`src/rtl/tr_defuzzy_seq_pkg.sv`:
```
// Shared definitions for the sequenced type-reduction / defuzzification block.
// Holds the FSM state encoding, the datapath width constants, the divider
// iteration count and the final quotient-to-output conversion, which also
// handles optional round-to-nearest.
package tr_defuzzy_seq_pkg;

    localparam int MF_W     = 8;   // membership / firing strength width
    localparam int FOU_W    = 9;   // UP + LOW, max 510
    localparam int NUM_W    = 19;  // weighted position sum
    localparam int DEN_W    = 11;  // total weight, max 1530
    localparam int OUT_W    = 8;   // crisp output
    localparam int DIV_ITER = 19;  // one restoring step per numerator bit
    localparam int CNT_W    = 5;   // iteration counter width

    typedef enum logic [1:0] {
        STATE_IDLE = 2'd0,
        STATE_SUM  = 2'd1,
        STATE_DIV  = 2'd2,
        STATE_DONE = 2'd3
    } state_e;

    // Convert the divider result into the 8-bit crisp value. With round_en
    // set, the quotient is bumped when the remainder is at least half the
    // divisor. The result saturates at 255 in both modes; a weighted mean
    // of 8-bit positions never exceeds 255, so truncation stays bit-exact
    // with the old combinational divider.
    function automatic logic [OUT_W-1:0] round_quot(
        input logic [NUM_W-1:0] quot,
        input logic [DEN_W-1:0] rem,
        input logic [DEN_W-1:0] den,
        input logic             round_en
    );
        logic [DEN_W:0]     rem2;
        logic [OUT_W-1:0]   res;
        rem2 = {rem, 1'b0};
        if (|quot[NUM_W-1:OUT_W]) begin
            res = {OUT_W{1'b1}};
        end else if (round_en && (rem2 >= {1'b0, den}) &&
                     (quot[OUT_W-1:0] != {OUT_W{1'b1}})) begin
            res = quot[OUT_W-1:0] + {{(OUT_W-1){1'b0}}, 1'b1};
        end else begin
            res = quot[OUT_W-1:0];
        end
        return res;
    endfunction

endpackage

```
`src/rtl/tr_defuzzy_seq_if.sv`:
```
// Bus bundle between the inference stage / actuator side and tr_defuzzy_seq.
//   master : drives EN_SCLK and the six firing strengths, observes results
//   slave  : the defuzzifier; drives saida, valid, busy, div_zero, overrun
interface tr_defuzzy_seq_if;
    import tr_defuzzy_seq_pkg::*;

    logic              EN_SCLK;
    logic [MF_W-1:0]   FOU_1_UP;
    logic [MF_W-1:0]   FOU_2_UP;
    logic [MF_W-1:0]   FOU_3_UP;
    logic [MF_W-1:0]   FOU_1_LOW;
    logic [MF_W-1:0]   FOU_2_LOW;
    logic [MF_W-1:0]   FOU_3_LOW;
    logic [OUT_W-1:0]  saida;
    logic              valid;
    logic              busy;
    logic              div_zero;
    logic              overrun;

    modport master (
        output EN_SCLK, FOU_1_UP, FOU_2_UP, FOU_3_UP,
               FOU_1_LOW, FOU_2_LOW, FOU_3_LOW,
        input  saida, valid, busy, div_zero, overrun
    );

    modport slave (
        input  EN_SCLK, FOU_1_UP, FOU_2_UP, FOU_3_UP,
               FOU_1_LOW, FOU_2_LOW, FOU_3_LOW,
        output saida, valid, busy, div_zero, overrun
    );

endinterface

```
`src/rtl/tr_defuzzy_seq_divider.sv`:
```
// seq_divider: radix-2 restoring divider, one quotient bit per step.
//   clk, rst   : clock, asynchronous active-high reset
//   load       : latch num/den, clear remainder and iteration counter
//   step       : perform one shift/subtract iteration (MSB of num first)
//   num, den   : dividend (19 bit) and divisor (11 bit, nonzero when loaded)
//   quotient   : quotient, valid after DIV_ITER steps
//   remainder  : remainder, valid after DIV_ITER steps
//   last       : the step performed this cycle is the final one
module seq_divider
    import tr_defuzzy_seq_pkg::*;
(
    input  logic             clk,
    input  logic             rst,
    input  logic             load,
    input  logic             step,
    input  logic [NUM_W-1:0] num,
    input  logic [DEN_W-1:0] den,
    output logic [NUM_W-1:0] quotient,
    output logic [DEN_W-1:0] remainder,
    output logic             last
);

    // The dividend shifts out of the top of quot_r while quotient bits
    // shift in at the bottom, so one register serves both roles.
    logic [NUM_W-1:0] quot_r;
    logic [DEN_W-1:0] rem_r;
    logic [DEN_W-1:0] den_r;
    logic [CNT_W-1:0] cnt_r;
    logic [DEN_W:0]   rem_shift_s;
    logic [DEN_W:0]   rem_diff_s;
    logic             fits_s;

    // Trial subtraction for the current step
    always_comb begin
        rem_shift_s = {rem_r, quot_r[NUM_W-1]};
        fits_s      = (rem_shift_s >= {1'b0, den_r});
        rem_diff_s  = rem_shift_s - {1'b0, den_r};
    end

    // Shift/subtract registers and iteration counter
    always_ff @(posedge clk or posedge rst) begin
        if (rst) begin
            quot_r <= {NUM_W{1'b0}};
            rem_r  <= {DEN_W{1'b0}};
            den_r  <= {DEN_W{1'b0}};
            cnt_r  <= {CNT_W{1'b0}};
        end else if (load) begin
            quot_r <= num;
            rem_r  <= {DEN_W{1'b0}};
            den_r  <= den;
            cnt_r  <= {CNT_W{1'b0}};
        end else if (step) begin
            quot_r <= {quot_r[NUM_W-2:0], fits_s};
            // The restored remainder is always below den_r, so it fits DEN_W bits.
            rem_r  <= fits_s ? rem_diff_s[DEN_W-1:0] : rem_shift_s[DEN_W-1:0];
            cnt_r  <= last ? {CNT_W{1'b0}} : cnt_r + {{(CNT_W-1){1'b0}}, 1'b1};
        end else begin
            quot_r <= quot_r;
            rem_r  <= rem_r;
            den_r  <= den_r;
            cnt_r  <= cnt_r;
        end
    end

    assign last      = (cnt_r == CNT_W'(DIV_ITER - 1));
    assign quotient  = quot_r;
    assign remainder = rem_r;

endmodule

```
`src/rtl/tr_defuzzy_seq.sv`:
```
// tr_defuzzy_seq: sequenced centroid defuzzifier for the type-2 trapezoidal
// fuzzy controller. On EN_SCLK (while idle) the six firing strengths are
// captured; the weighted position sum and total weight are formed, divided
// over 19 cycles by seq_divider, and the crisp value is registered.
//   clk, rst : clock, asynchronous active-high reset
//   dfz      : tr_defuzzy_seq_if.slave (EN_SCLK, FOU_*_UP/LOW in;
//              saida, valid, busy, div_zero, overrun out)
// Parameters: POS_1/POS_2/POS_3 output-universe positions, ZERO_OUT value
// for a zero total weight.
// Build option: define TR_DEFUZZY_ROUND_EN for round-to-nearest; otherwise
// the quotient is truncated.
module tr_defuzzy_seq
    import tr_defuzzy_seq_pkg::*;
#(
    parameter int POS_1    = 0,
    parameter int POS_2    = 128,
    parameter int POS_3    = 255,
    parameter int ZERO_OUT = 0
)
(
    input  logic            clk,
    input  logic            rst,
    tr_defuzzy_seq_if.slave dfz
);

    localparam logic [1:0] ST_IDLE = STATE_IDLE;
    localparam logic [1:0] ST_SUM  = STATE_SUM;
    localparam logic [1:0] ST_DIV  = STATE_DIV;
    localparam logic [1:0] ST_DONE = STATE_DONE;

    localparam logic [MF_W-1:0]  POS_1_C  = MF_W'(POS_1);
    localparam logic [MF_W-1:0]  POS_2_C  = MF_W'(POS_2);
    localparam logic [MF_W-1:0]  POS_3_C  = MF_W'(POS_3);
    localparam logic [OUT_W-1:0] ZERO_C   = OUT_W'(ZERO_OUT);

`ifdef TR_DEFUZZY_ROUND_EN
    localparam logic ROUND_EN = 1'b1;
`else
    localparam logic ROUND_EN = 1'b0;
`endif

    logic [1:0]       state_r;
    logic [MF_W-1:0]  up1_r, up2_r, up3_r, low1_r, low2_r, low3_r;
    logic             zero_r;
    logic [OUT_W-1:0] saida_r;
    logic             valid_r;
    logic             busy_r;
    logic             div_zero_r;
    logic             overrun_r;

    logic [FOU_W-1:0] fou1_s, fou2_s, fou3_s;
    logic [NUM_W-1:0] num_s;
    logic [DEN_W-1:0] den_s;
    logic             den_zero_s;
    logic             load_s;
    logic             step_s;
    logic [NUM_W-1:0] div_quot_s;
    logic [DEN_W-1:0] div_rem_s;
    logic             div_last_s;
    logic [OUT_W-1:0] result_s;

    // Combined FOU weights, weighted sum and total weight from the capture
    // registers; the live inputs never reach the datapath.
    always_comb begin
        fou1_s     = FOU_W'(up1_r) + FOU_W'(low1_r);
        fou2_s     = FOU_W'(up2_r) + FOU_W'(low2_r);
        fou3_s     = FOU_W'(up3_r) + FOU_W'(low3_r);
        num_s      = NUM_W'(fou1_s) * NUM_W'(POS_1_C)
                   + NUM_W'(fou2_s) * NUM_W'(POS_2_C)
                   + NUM_W'(fou3_s) * NUM_W'(POS_3_C);
        den_s      = DEN_W'(fou1_s) + DEN_W'(fou2_s) + DEN_W'(fou3_s);
        den_zero_s = (den_s == {DEN_W{1'b0}});
    end

    // Divider control decoded from the state register
    always_comb begin
        load_s = (state_r == ST_SUM) && !den_zero_s;
        step_s = (state_r == ST_DIV);
    end

    seq_divider u_div (
        .clk       (clk),
        .rst       (rst),
        .load      (load_s),
        .step      (step_s),
        .num       (num_s),
        .den       (den_s),
        .quotient  (div_quot_s),
        .remainder (div_rem_s),
        .last      (div_last_s)
    );

    // Capture registers still hold the operands, so den_s is the divisor in DONE.
    assign result_s = round_quot(div_quot_s, div_rem_s, den_s, ROUND_EN);

    // Sequencing FSM, capture registers and registered outputs
    always_ff @(posedge clk or posedge rst) begin
        if (rst) begin
            state_r    <= ST_IDLE;
            up1_r      <= {MF_W{1'b0}};
            up2_r      <= {MF_W{1'b0}};
            up3_r      <= {MF_W{1'b0}};
            low1_r     <= {MF_W{1'b0}};
            low2_r     <= {MF_W{1'b0}};
            low3_r     <= {MF_W{1'b0}};
            zero_r     <= 1'b0;
            saida_r    <= {OUT_W{1'b0}};
            valid_r    <= 1'b0;
            busy_r     <= 1'b0;
            div_zero_r <= 1'b0;
            overrun_r  <= 1'b0;
        end else begin
            valid_r    <= 1'b0;
            div_zero_r <= 1'b0;
            // A strobe while busy is dropped, only flagged.
            overrun_r  <= dfz.EN_SCLK && (state_r != ST_IDLE);
            case (state_r)
                ST_IDLE: begin
                    if (dfz.EN_SCLK) begin
                        up1_r   <= dfz.FOU_1_UP;
                        up2_r   <= dfz.FOU_2_UP;
                        up3_r   <= dfz.FOU_3_UP;
                        low1_r  <= dfz.FOU_1_LOW;
                        low2_r  <= dfz.FOU_2_LOW;
                        low3_r  <= dfz.FOU_3_LOW;
                        busy_r  <= 1'b1;
                        state_r <= ST_SUM;
                    end else begin
                        state_r <= ST_IDLE;
                    end
                end
                ST_SUM: begin
                    zero_r  <= den_zero_s;
                    state_r <= den_zero_s ? ST_DONE : ST_DIV;
                end
                ST_DIV: begin
                    state_r <= div_last_s ? ST_DONE : ST_DIV;
                end
                ST_DONE: begin
                    if (zero_r) begin
                        saida_r    <= ZERO_C;
                        div_zero_r <= 1'b1;
                    end else begin
                        saida_r    <= result_s;
                        div_zero_r <= 1'b0;
                    end
                    valid_r <= 1'b1;
                    busy_r  <= 1'b0;
                    state_r <= ST_IDLE;
                end
                default: begin
                    busy_r  <= 1'b0;
                    state_r <= ST_IDLE;
                end
            endcase
        end
    end

    assign dfz.saida    = saida_r;
    assign dfz.valid    = valid_r;
    assign dfz.busy     = busy_r;
    assign dfz.div_zero = div_zero_r;
    assign dfz.overrun  = overrun_r;

endmodule

```
`src/flat_wrapper.sv`:
```
// flat-port wrapper written by rule: the top's interface ports become plain ports
module tr_defuzzy_seq_flat import tr_defuzzy_seq_pkg::*;
#(
    parameter int POS_1    = 0,
    parameter int POS_2    = 128,
    parameter int POS_3    = 255,
    parameter int ZERO_OUT = 0
)
  (clk, rst, dfz_EN_SCLK, dfz_FOU_1_UP, dfz_FOU_2_UP, dfz_FOU_3_UP, dfz_FOU_1_LOW, dfz_FOU_2_LOW, dfz_FOU_3_LOW, dfz_saida, dfz_valid, dfz_busy, dfz_div_zero, dfz_overrun);
  tr_defuzzy_seq_if dfz_i ();
  input  logic clk;
  input  logic rst;
  input wire logic [$bits(dfz_i.EN_SCLK)-1:0] dfz_EN_SCLK;
  input wire logic [$bits(dfz_i.FOU_1_UP)-1:0] dfz_FOU_1_UP;
  input wire logic [$bits(dfz_i.FOU_2_UP)-1:0] dfz_FOU_2_UP;
  input wire logic [$bits(dfz_i.FOU_3_UP)-1:0] dfz_FOU_3_UP;
  input wire logic [$bits(dfz_i.FOU_1_LOW)-1:0] dfz_FOU_1_LOW;
  input wire logic [$bits(dfz_i.FOU_2_LOW)-1:0] dfz_FOU_2_LOW;
  input wire logic [$bits(dfz_i.FOU_3_LOW)-1:0] dfz_FOU_3_LOW;
  output wire logic [$bits(dfz_i.saida)-1:0] dfz_saida;
  output wire logic [$bits(dfz_i.valid)-1:0] dfz_valid;
  output wire logic [$bits(dfz_i.busy)-1:0] dfz_busy;
  output wire logic [$bits(dfz_i.div_zero)-1:0] dfz_div_zero;
  output wire logic [$bits(dfz_i.overrun)-1:0] dfz_overrun;
  assign dfz_i.EN_SCLK = dfz_EN_SCLK;
  assign dfz_i.FOU_1_UP = dfz_FOU_1_UP;
  assign dfz_i.FOU_2_UP = dfz_FOU_2_UP;
  assign dfz_i.FOU_3_UP = dfz_FOU_3_UP;
  assign dfz_i.FOU_1_LOW = dfz_FOU_1_LOW;
  assign dfz_i.FOU_2_LOW = dfz_FOU_2_LOW;
  assign dfz_i.FOU_3_LOW = dfz_FOU_3_LOW;
  assign dfz_saida = dfz_i.saida;
  assign dfz_valid = dfz_i.valid;
  assign dfz_busy = dfz_i.busy;
  assign dfz_div_zero = dfz_i.div_zero;
  assign dfz_overrun = dfz_i.overrun;
  tr_defuzzy_seq #(.POS_1(POS_1), .POS_2(POS_2), .POS_3(POS_3), .ZERO_OUT(ZERO_OUT)) u_core (.clk(clk), .rst(rst), .dfz(dfz_i));
endmodule
```
`config.mk`:
```
export PLATFORM = sky130hd
export DESIGN_NAME = tr_defuzzy_seq_flat
export DESIGN_NICKNAME = d
export VERILOG_FILES = /design/src/rtl/tr_defuzzy_seq_pkg.sv /design/src/rtl/tr_defuzzy_seq_if.sv /design/src/rtl/tr_defuzzy_seq_divider.sv /design/src/rtl/tr_defuzzy_seq.sv /design/src/flat_wrapper.sv
export SDC_FILE = /design/constraint.sdc
export NUM_CORES = 1
export LEC_CHECK = 0
export BUFFER_PORTS_ARGS = -buffer_cell sky130_fd_sc_hd__buf_2
export CELL_PAD_IN_SITES_DETAIL_PLACEMENT = 0
export CELL_PAD_IN_SITES_GLOBAL_PLACEMENT = 1
export CORE_MARGIN = 4
export CORE_UTILIZATION = 30
export DETAILED_ROUTE_END_ITERATION = 8
export PLACE_DENSITY_LB_ADDON = 0.1
export SETUP_SLACK_MARGIN = 0.3
export SLEW_MARGIN = 20
export SYNTH_ARGS = -nofsm -noshare
export SYNTH_HDL_FRONTEND = slang
export SYNTH_SLANG_ARGS = --single-unit
```
`constraint.sdc`:
```
create_clock -name clk -period 12.95 [get_ports clk]
set_input_delay 1.295 -clock clk [delete_from_list [all_inputs] [get_ports clk]]
set_output_delay 1.295 -clock clk [all_outputs]
set_load 0.02 [all_outputs]
```
# After elaboration in Yosys (flattened, before gate mapping)
# Cells that the tools add are included.
[totals]
ff_bits = 109
input_bits = 51
output_inout_bits = 12
elab_cells = 62
[classes]
add_sub_neg = 8
multipliers = 1
order_cmp = 1
n_eq_ne = 5
mux = 19
n_reduce_logical = 11
[ops]
columns = ["cell", "n"]
rows = [
  ["$mux 19", 2],
  ["$mux 11", 3],
  ["$add 8x8->9", 3],
  ["$add 16x17->18", 1],
  ["$mul 9x8->17 const B", 1],
  ["$mux 8", 2],
  ["$mux 5", 3],
  ["$ge 12x11->1", 1],
  ["$add 11x9->11", 1],
  ["$logic_not 11->1", 1],
  ["$reduce_or 11->1", 1],
  ["$sub 11x11->11", 1],
  ["$add 9x9->10", 1],
  ["$pmux 2 s4", 1],
  ["$mux 1", 7],
  ["$reduce_bool 2->1", 3],
  ["$add 5x1->5 const B", 1],
  ["$eq 5x5->1 const B", 1],
  ["$eq 2x2->1 const B", 2],
  ["$reduce_and 2->1", 2],
  ["$eq 2x1->1 const B", 1],
  ["$logic_and 1x1->1", 2],
  ["$logic_not 2->1", 1],
  ["$ne 2x2->1 const B", 1],
  ["2 further kinds", 2],
]

# Logic depth before layout (Yosys ltp)
# Gate-level depths: netlist of run 1.
[logic_depth]
word_depth = 7
mapped_depth = 26
depth_no_buf = 25

# Hierarchy
# A second synthesis of run 1 with hierarchy kept.
[unflattened]
cells_unflattened = 896
hier_area_um2 = 8824.7
[modules_own_cells]
columns = ["module", "n_inst", "cells_each", "area_each_um2", "seq_area_each_um2"]
rows = [
  ["tr_defuzzy_seq", 1, 605, 6153.4, 1576.5],
  ["seq_divider", 1, 291, 2671.3, 1151.1],
]

# Worst setup path after synthesis of run 1
# OpenSTA, ideal clock, no wires.
[synth_timing]
path_type = "reg2reg"
startpoint = "register u_core.low3_r[1]"
endpoint = "register u_core.u_div.quot_r[17], in the netlist u_core.u_div.quotient[17]"
setup_time_ps = 126
t_arrival_ps = 5957
required_ps = 12824
setup_slack_ps = 6866
stages_incl_launch_ff = 24
n_path_buf = 0
synth_period_minus_slack_ps = 6084
path_cell_list = "dfrtp_1 > ha_1 > a21o_1 > a21oi_1 > o21bai_1 > a21oi_1 > o21ai_0 > xor2_1 > inv_1 > fa_1 > fa_1 > inv_1 > fa_1 > inv_1 > fa_1 > inv_1 > ha_1 > or2_2 > a21oi_1 > nor3_1 > or2_2 > o41ai_1 > xor2_1 > mux2i_1"
[synth_via]
elab_chain_cells = 6
elab_cells_between_ends = 9
classes_between = "3 x add/sub; 1 x mul; 1 x mux; 4 x reduce/logical"
[synth_lines]
columns = ["item", "line", "source"]
rows = [
  ["start, declared", "tr_defuzzy_seq.sv:43", "logic [MF_W-1:0] up1_r, up2_r, up3_r, low1_r, low2_r, low3_r;"],
  ["start signal, assigned", "tr_defuzzy_seq.sv:105", "low3_r <= {MF_W{1'b0}};"],
  ["start signal, assigned", "tr_defuzzy_seq.sv:125", "low3_r <= dfz.FOU_3_LOW;"],
  ["$add 8x8->9 (*)", "tr_defuzzy_seq.sv:67", "fou3_s = FOU_W'(up3_r) + FOU_W'(low3_r);"],
  ["branches (longest 5 deep; another with $add 16x17->18)", "n/a", ""],
  ["end signal, assigned", "tr_defuzzy_seq_divider.sv:48", "quot_r <= num;"],
  ["end signal, assigned", "tr_defuzzy_seq_divider.sv:53", "quot_r <= {quot_r[NUM_W-2:0], fits_s};"],
  ["end signal, assigned", "tr_defuzzy_seq_divider.sv:58", "quot_r <= quot_r;"],
  ["end, declared", "tr_defuzzy_seq_divider.sv:25", "logic [NUM_W-1:0] quot_r;"],
]
# Every way passes the cells marked *.
# A chain may end at the register's enable or synchronous reset.

# Worst setup path in the final report of run 1
# Same ends and word-level chain as after synthesis.

==> reports/metrics.cfg, run 1 <==
[run_status]
status=complete, no violations

[finish]
largest_reg_flops=19
nets=1115
area_growth_pct=12.3
nFillCells=2996
antenna_cells=0
drive_gt1_share_pct=19.3

[route]
dr.pass1.iters=4
vias=5905
wl_mm=19.8
routedWlPerCell_um=15.1
drtIter0Drc=186
drtAntennaViolNets=0
drc_errors=0
viasPerCell=4.52

[grt]
antenna_found_initial=2
grt_max_degree=70
grt.total_usage_pct=12.6
grt-ovfl-total=0
grt_pass1_vias=6261
grt_first_pass_wirelength_mm=33.3

[logic_synthesis]
synthXorXnorAreaFrac_pct=3.75
synth_ff_type=dfrtp_1
syn_area_mm2=0.00887
synth_fa_ha_area_share_pct=25.5
netlist.area_leader.share_pct=30.7
synthSimpleGateAreaFrac_pct=7.22
ys_top_cells_by_area=dfrtp_1 (31%), fa_1 (13%), ha_1 (12%)
synth-warning-count=0
synth_async_sr_flop_share_pct=100
ys_seq_area_share_pct=30.7
syn_avg_cell_area_um2=10.4
synth_edf_count=0
synth_compound_area_share_pct=10.6
synth_top_family_by_area=adder cells
yosysTopAreaCell=dfrtp_1
synth.distinct_cells=62
synth-seq-cells=109
netlist_instances=857
syn_nets=1054
synthMuxAreaShare_pct=13.5

[timing]
finClkSkew_ns=0.0140
setup_tns_ns=0
maxSlewViolCount=0
fmax_ghz=0.151
finalCriticalPeriod_ns=6.60
rsz0062_at_grt=no
fin_crit_sh_pct=51.0
max_slew_margin_pct=39.0
tightest_slew_ns=0.916
setup_violations=0
final_hold_viol_count=0

[floorplanning]
rows=62
core_mm2=0.0289
die_h_um=180
io_pins=63
die_area_mm2=0.0324
dieWidth_um=180
initial_core_util_pct=30.7

[cts]
root_buffer=clkbuf_16
hold_buffers=0
cts_buffers=9
cts_tree=done
clock_latency_ns=0.36
post_cts_resized=0
clock_path_buffers=2
clkTransAtPathRegs_ns=0.08
cts_sinks=109
htreeDepth=3
cts_setup_buffers=0

[critical_path]
arrival_ns=6.84
critPathKind=reg -> reg
cpPeakStageDelay_ns=0.67
cp_max_fo=7
worstPathCellList=ha_1 -> a21o_1 -> a21oi_1 -> o21bai_1 -> a21oi_1 -> o21ai_0 -> xor2_1 -> inv_1 -> fa_1 -> fa_1 -> inv_1 -> fa_1 -> inv_1 -> fa_1 -> inv_1 -> ha_1 -> or2_2 -> a21oi_1 -> nor3_1 -> or2_2 -> o41ai_1 -> xor2_1 -> mux2i_1
crit_path_end_kind=flop
required_ns=13.19
critical_path.slowest_cell=xor2_1
start_kind=flop

[hold_path]
hold_path.class=reg -> reg

[place]
gp_congestion=0.779
portBuffers=62
dp_hpwl_mm=16.1

[flow_run]
maxCapViolCount=0

routing by layer:
| layer | vias to the layer above | wire length, µm | global-route usage, % |
|---|---|---|---|
| li1 | 2971 | - | - |
| met1 | 2825 | 9950 | 17.8 |
| met2 | 84 | 8840 | 19.9 |
| met3 | 21 | 559 | 2.04 |
| met4 | 4 | 391 | 3.99 |
| met5 | - | 21 | 0 |
area by class of cell:
class / instances / area, µm² / share of cell area, %
multi-input combinational: 555 / 5410 / 54.2
sequential: 109 / 2730 / 27.4
inverter: 174 / 656 / 6.58
tap: 384 / 480 / 4.82
timing repair buffer: 69 / 363 / 3.64
clock buffer: 12 / 256 / 2.57
clock inverter: 4 / 78.8 / 0.791
stage by stage:
stage / instance area [µm²] / utilization [%] / setup slack [ns] / hold slack [ns] / cells
6_report: 9970 / 34.4 / 6.35 / 0.504 / 1307
5_1_grt: 9970 / 34.4 / 5.88 / 0.522 / 1307
3_5_place_dp: 9630 / 33.3 / 6.29 / 0.491 / 1291
4_1_cts: 9970 / 34.4 / 6.29 / 0.509 / 1307
3_3_place_gp: 9630 / 33.3 / 6.46 / 0.485 / 1291
2_1_floorplan: 8870 / - / 6.87 / 0.466 / 857
worst paths after layout:
check / end / slack, ns / depth (start not counted) / startpoint
max: u_core.u_div.quotient[17] / 6.35 / 23 / u_core.low3_r[1]
min: u_core.dfz.saida[4] / 0.50 / 1 / u_core.dfz.saida[4]
max reg2reg: u_core.u_div.quotient[17] / 6.35 / 23 / u_core.low3_r[1]
min reg2reg: u_core.dfz.saida[4] / 0.50 / 1 / u_core.dfz.saida[4]
max in group asynchronous: u_core.dfz.saida[3] / 10.68 / 3 / rst
min in group asynchronous: u_core.low1_r[3] / 0.97 / 2 / rst
worst max-delay path, delay by kind of cell (launching register included):
family          cells  cell delay, ns
fa+ha+maj           6            2.66
flops               1            0.41
simple gates        3            0.70
buf+inv             4            0.38
mux                 1            0.08
xor+xnor            2            0.85
compound gates      7            1.42
cells in the final DEF (no fill, tap or decap), types with 17 or more instances in the layout:
cell type,count
mux2_2,64
a21oi_1,38
nand2_1,25
dfrtp_1,109
xor2_1,17
nor2_1,45
o21ai_0,25
inv_1,173
buf_2,62
xnor2_1,21
ha_1,87
fa_1,58
mux2i_1,42
cell families after synthesis:
group                      Yosys count
AOI/OAI and AO/OA                  132
xor gates and xnor gates            38
adders and majority gates          146
buffers and inverters              193
DFF                                109
muxes                              110
and+or+nand+nor                    129
cells in the mapped netlist, types with 2 or more instances:
master and instances:
inv_1 174, dfrtp_1 109, ha_1 88, mux2_2 64
fa_1 58, nor2_1 45, mux2i_1 42, a21oi_1 38
nand2_1 26, o21ai_0 25, xnor2_1 21, xor2_1 17
a211oi_2 12, clkbuf_1 12, a21o_1 10, nand3_1 9
nor2b_1 8, o21a_1 7, nor3_1 6, o21bai_1 6
nand2b_1 5, mux2_4 4, nand4_1 4, nor4_1 4
o211ai_1 4, a21boi_0 3, a22o_1 3, nand3b_1 3
o2111ai_1 3, o31ai_1 3, or2_2 3, or3_1 3
or4_1 3, a211oi_1 2, and2_1 2, buf_1 2
buf_6 2, buf_8 2, o31a_1 2
Power of run 1 is left out: the tool's default activity adds up to more than one toggle a clock period on the data nets, which glitch-free logic cannot reach.
==> inputs of run 2 (changes only) <==
clock period = 5.31 ns   (was 12.95 ns; I/O delays follow)
==> reports/metrics.cfg, run 2 (synthesis results as in run 1) <==
[run_status]
violations=setup timing
status=finished with violations

[place]
dp_hpwl_mm=16.1  ; +0.12%
placed_cell_area_mm2=0.0104  ; +8.4%
gp_congestion=0.775  ; -0.41%
portBuffers=62  ; unchanged

[finish]
layout_commonest_cell=inv_1
antenna_cells=0  ; unchanged
largest_reg_flops=19  ; unchanged
nFillCells=2939  ; -1.9%
drive_gt1_share_pct=39.4  ; +20 points
nets=1257  ; +13%
design_area_mm2=0.0118  ; +19%
final_cell_mix=inv_1 (154), buf_4 (110), dfrtp_1 (109)
area_growth_pct=33.4

[cts]
htreeDepth=3  ; unchanged
clock_latency_ns=0.36  ; about the same
clock_path_buffers=2  ; unchanged
clkTransAtPathRegs_ns=0.08  ; about the same
cts_sinks=109  ; unchanged
root_buffer=clkbuf_16
cts_buffers=9  ; unchanged
hold_buffers=0  ; unchanged
cts_tree=done

[timing]
setup_violations=7  ; +7
fin_crit_sh_pct=105  ; +54 points
rsz0062_at_grt=yes
final_hold_viol_count=0  ; unchanged
max_slew_margin_pct=44.7  ; +5.7 points
finalCriticalPeriod_ns=5.57  ; -1.03 ns
fmax_ghz=0.179  ; +18%
tightest_slew_ns=0.830  ; -0.0861 ns
whs_ns=0.229  ; -0.275 ns
finClkSkew_ns=0.00995  ; -0.00401 ns
maxSlewViolCount=0  ; unchanged
timing.final.ws_setup_ns=-0.265  ; -6.61 ns

[route]
vias=6361  ; +7.7%
dr.pass1.iters=4  ; unchanged
drc_errors=0  ; unchanged
drtIter0Drc=162  ; -13%
viasPerCell=4.39  ; -2.8%
routedWlPerCell_um=14.4  ; -4.6%
drtAntennaViolNets=0  ; unchanged
wl_mm=20.9  ; +5.7%

[critical_path]
critical_path.slowest_cell=fa_1
crit_path_frequent_cell=fa_1
cp_max_fo=3  ; -4
arrival_ns=5.82  ; -1.02 ns
timing.rr.start=u_core.low3_r[0]
crit_path_end_kind=flop
critPathKind=reg -> reg
required_ns=5.55  ; -7.64 ns
r2r-end=u_core.u_div.quotient[16]
start_kind=flop
worstRegToRegCells=25  ; +8.7%
ff2ff_setup_slack_ns=-0.26  ; -6.61 ns
cpPeakStageDelay_ns=0.54  ; -0.13 ns

[floorplanning]
die_area_mm2=0.0324  ; unchanged
io_pins=63  ; unchanged
dieWidth_um=180  ; unchanged
rows=62  ; unchanged
die_h_um=180  ; unchanged
initial_core_util_pct=30.7  ; unchanged
core_mm2=0.0289  ; unchanged

[grt]
grt_first_pass_wirelength_mm=35.1  ; +5.3%
grt_pass1_vias=6838  ; +9.2%
grt.total_usage_pct=13.1  ; +0.52 points
grt-ovfl-total=0  ; unchanged
antenna_found_initial=0  ; -2
grt_max_degree=62  ; -11%

[flow_run]
maxCapViolCount=0  ; unchanged

[hold_path]
hold_path.class=in -> async

-- run 2: changes by cell type in the layout (fill, tap and decap cells not counted), moves of 17 or more --
| cell | delta |
|---|---|
| ha_1 | -18 |
| buf_6 | +32 |
| a21oi_1 | -17 |
| inv_1 | -19 |
| inv_2 | +19 |
| buf_4 | +103 |
-- run 2: worst max path at each step --
stage	startpoint	endpoint	slack, ns	cells after the start
6_report	u_core.low3_r[0]	u_core.u_div.quotient[16]	-0.26	25
5_1_grt	u_core.low3_r[0]	u_core.u_div.quotient[16]	-0.57	25
4_1_cts	u_core.low3_r[0]	u_core.u_div.quotient[16]	-0.29	25
3_5_place_dp	u_core.low3_r[0]	u_core.u_div.quotient[16]	-0.35	24
3_3_place_gp	u_core.low3_r[0]	u_core.u_div.quotient[16]	-0.28	24
2_1_floorplan	u_core.low3_r[0]	u_core.u_div.quotient[16]	-0.16	24
-- run 2: repair_timing --
item | CTS | global route
cloned | 2 | 1
gates resized for setup | 101 | 48
buffers inserted | 38 | 14
pin swaps | 82 | 49
endpoints found under the setup margin | 48 | 48
-- run 2: routing by layer --
metal | up-vias | share of wire (%) | GRT usage (%)
met4 | 0 | 1.0 | 2.65
met2 | 65 | 47 | 22.3
met1 | 3035 | 49 | 17.9
met5 | - | 0 | 0
li1 | 3247 | - | -
met3 | 14 | 2.3 | 2.04
-- run 2: metrics by stage --
stage / util [%] / std cells / TNS [ns] / setup slack, ns
global placement: 36.1 / 1378 / -4.95 / -0.283
finish: 40.9 / 1449 / -1.14 / -0.265
global route: 40.9 / 1449 / -9.41 / -0.569
detailed placement: 36.1 / 1378 / -4.90 / -0.347
CTS: 39.9 / 1434 / -1.20 / -0.292
floorplan: - / 857 / -0.306 / -0.159
-- run 2: area by class of cell --
class,count,area (µm²),share of cell area [%]
multi-input cells,555,6020,50.9
flip-flops and latches,109,2730,23.0
repair buffers,211,1640,13.8
inverters,174,656,5.54
well taps,384,480,4.06
clock buffers,9,225,1.90
clock inverters,7,83.8,0.708
-- run 2: critical path, delay by kind of cell, from the launching register on --
kind                       cells  cell delay, ns
adders and majority gates      7            2.80
AOI/OAI and AO/OA              8            1.42
DFF                            1            0.39
buffers and inverters          5            0.35
xor gates and xnor gates       2            0.27
and+or+nand+nor                2            0.15
muxes                          1            0.08
Power of run 2 is left out for the same reason.
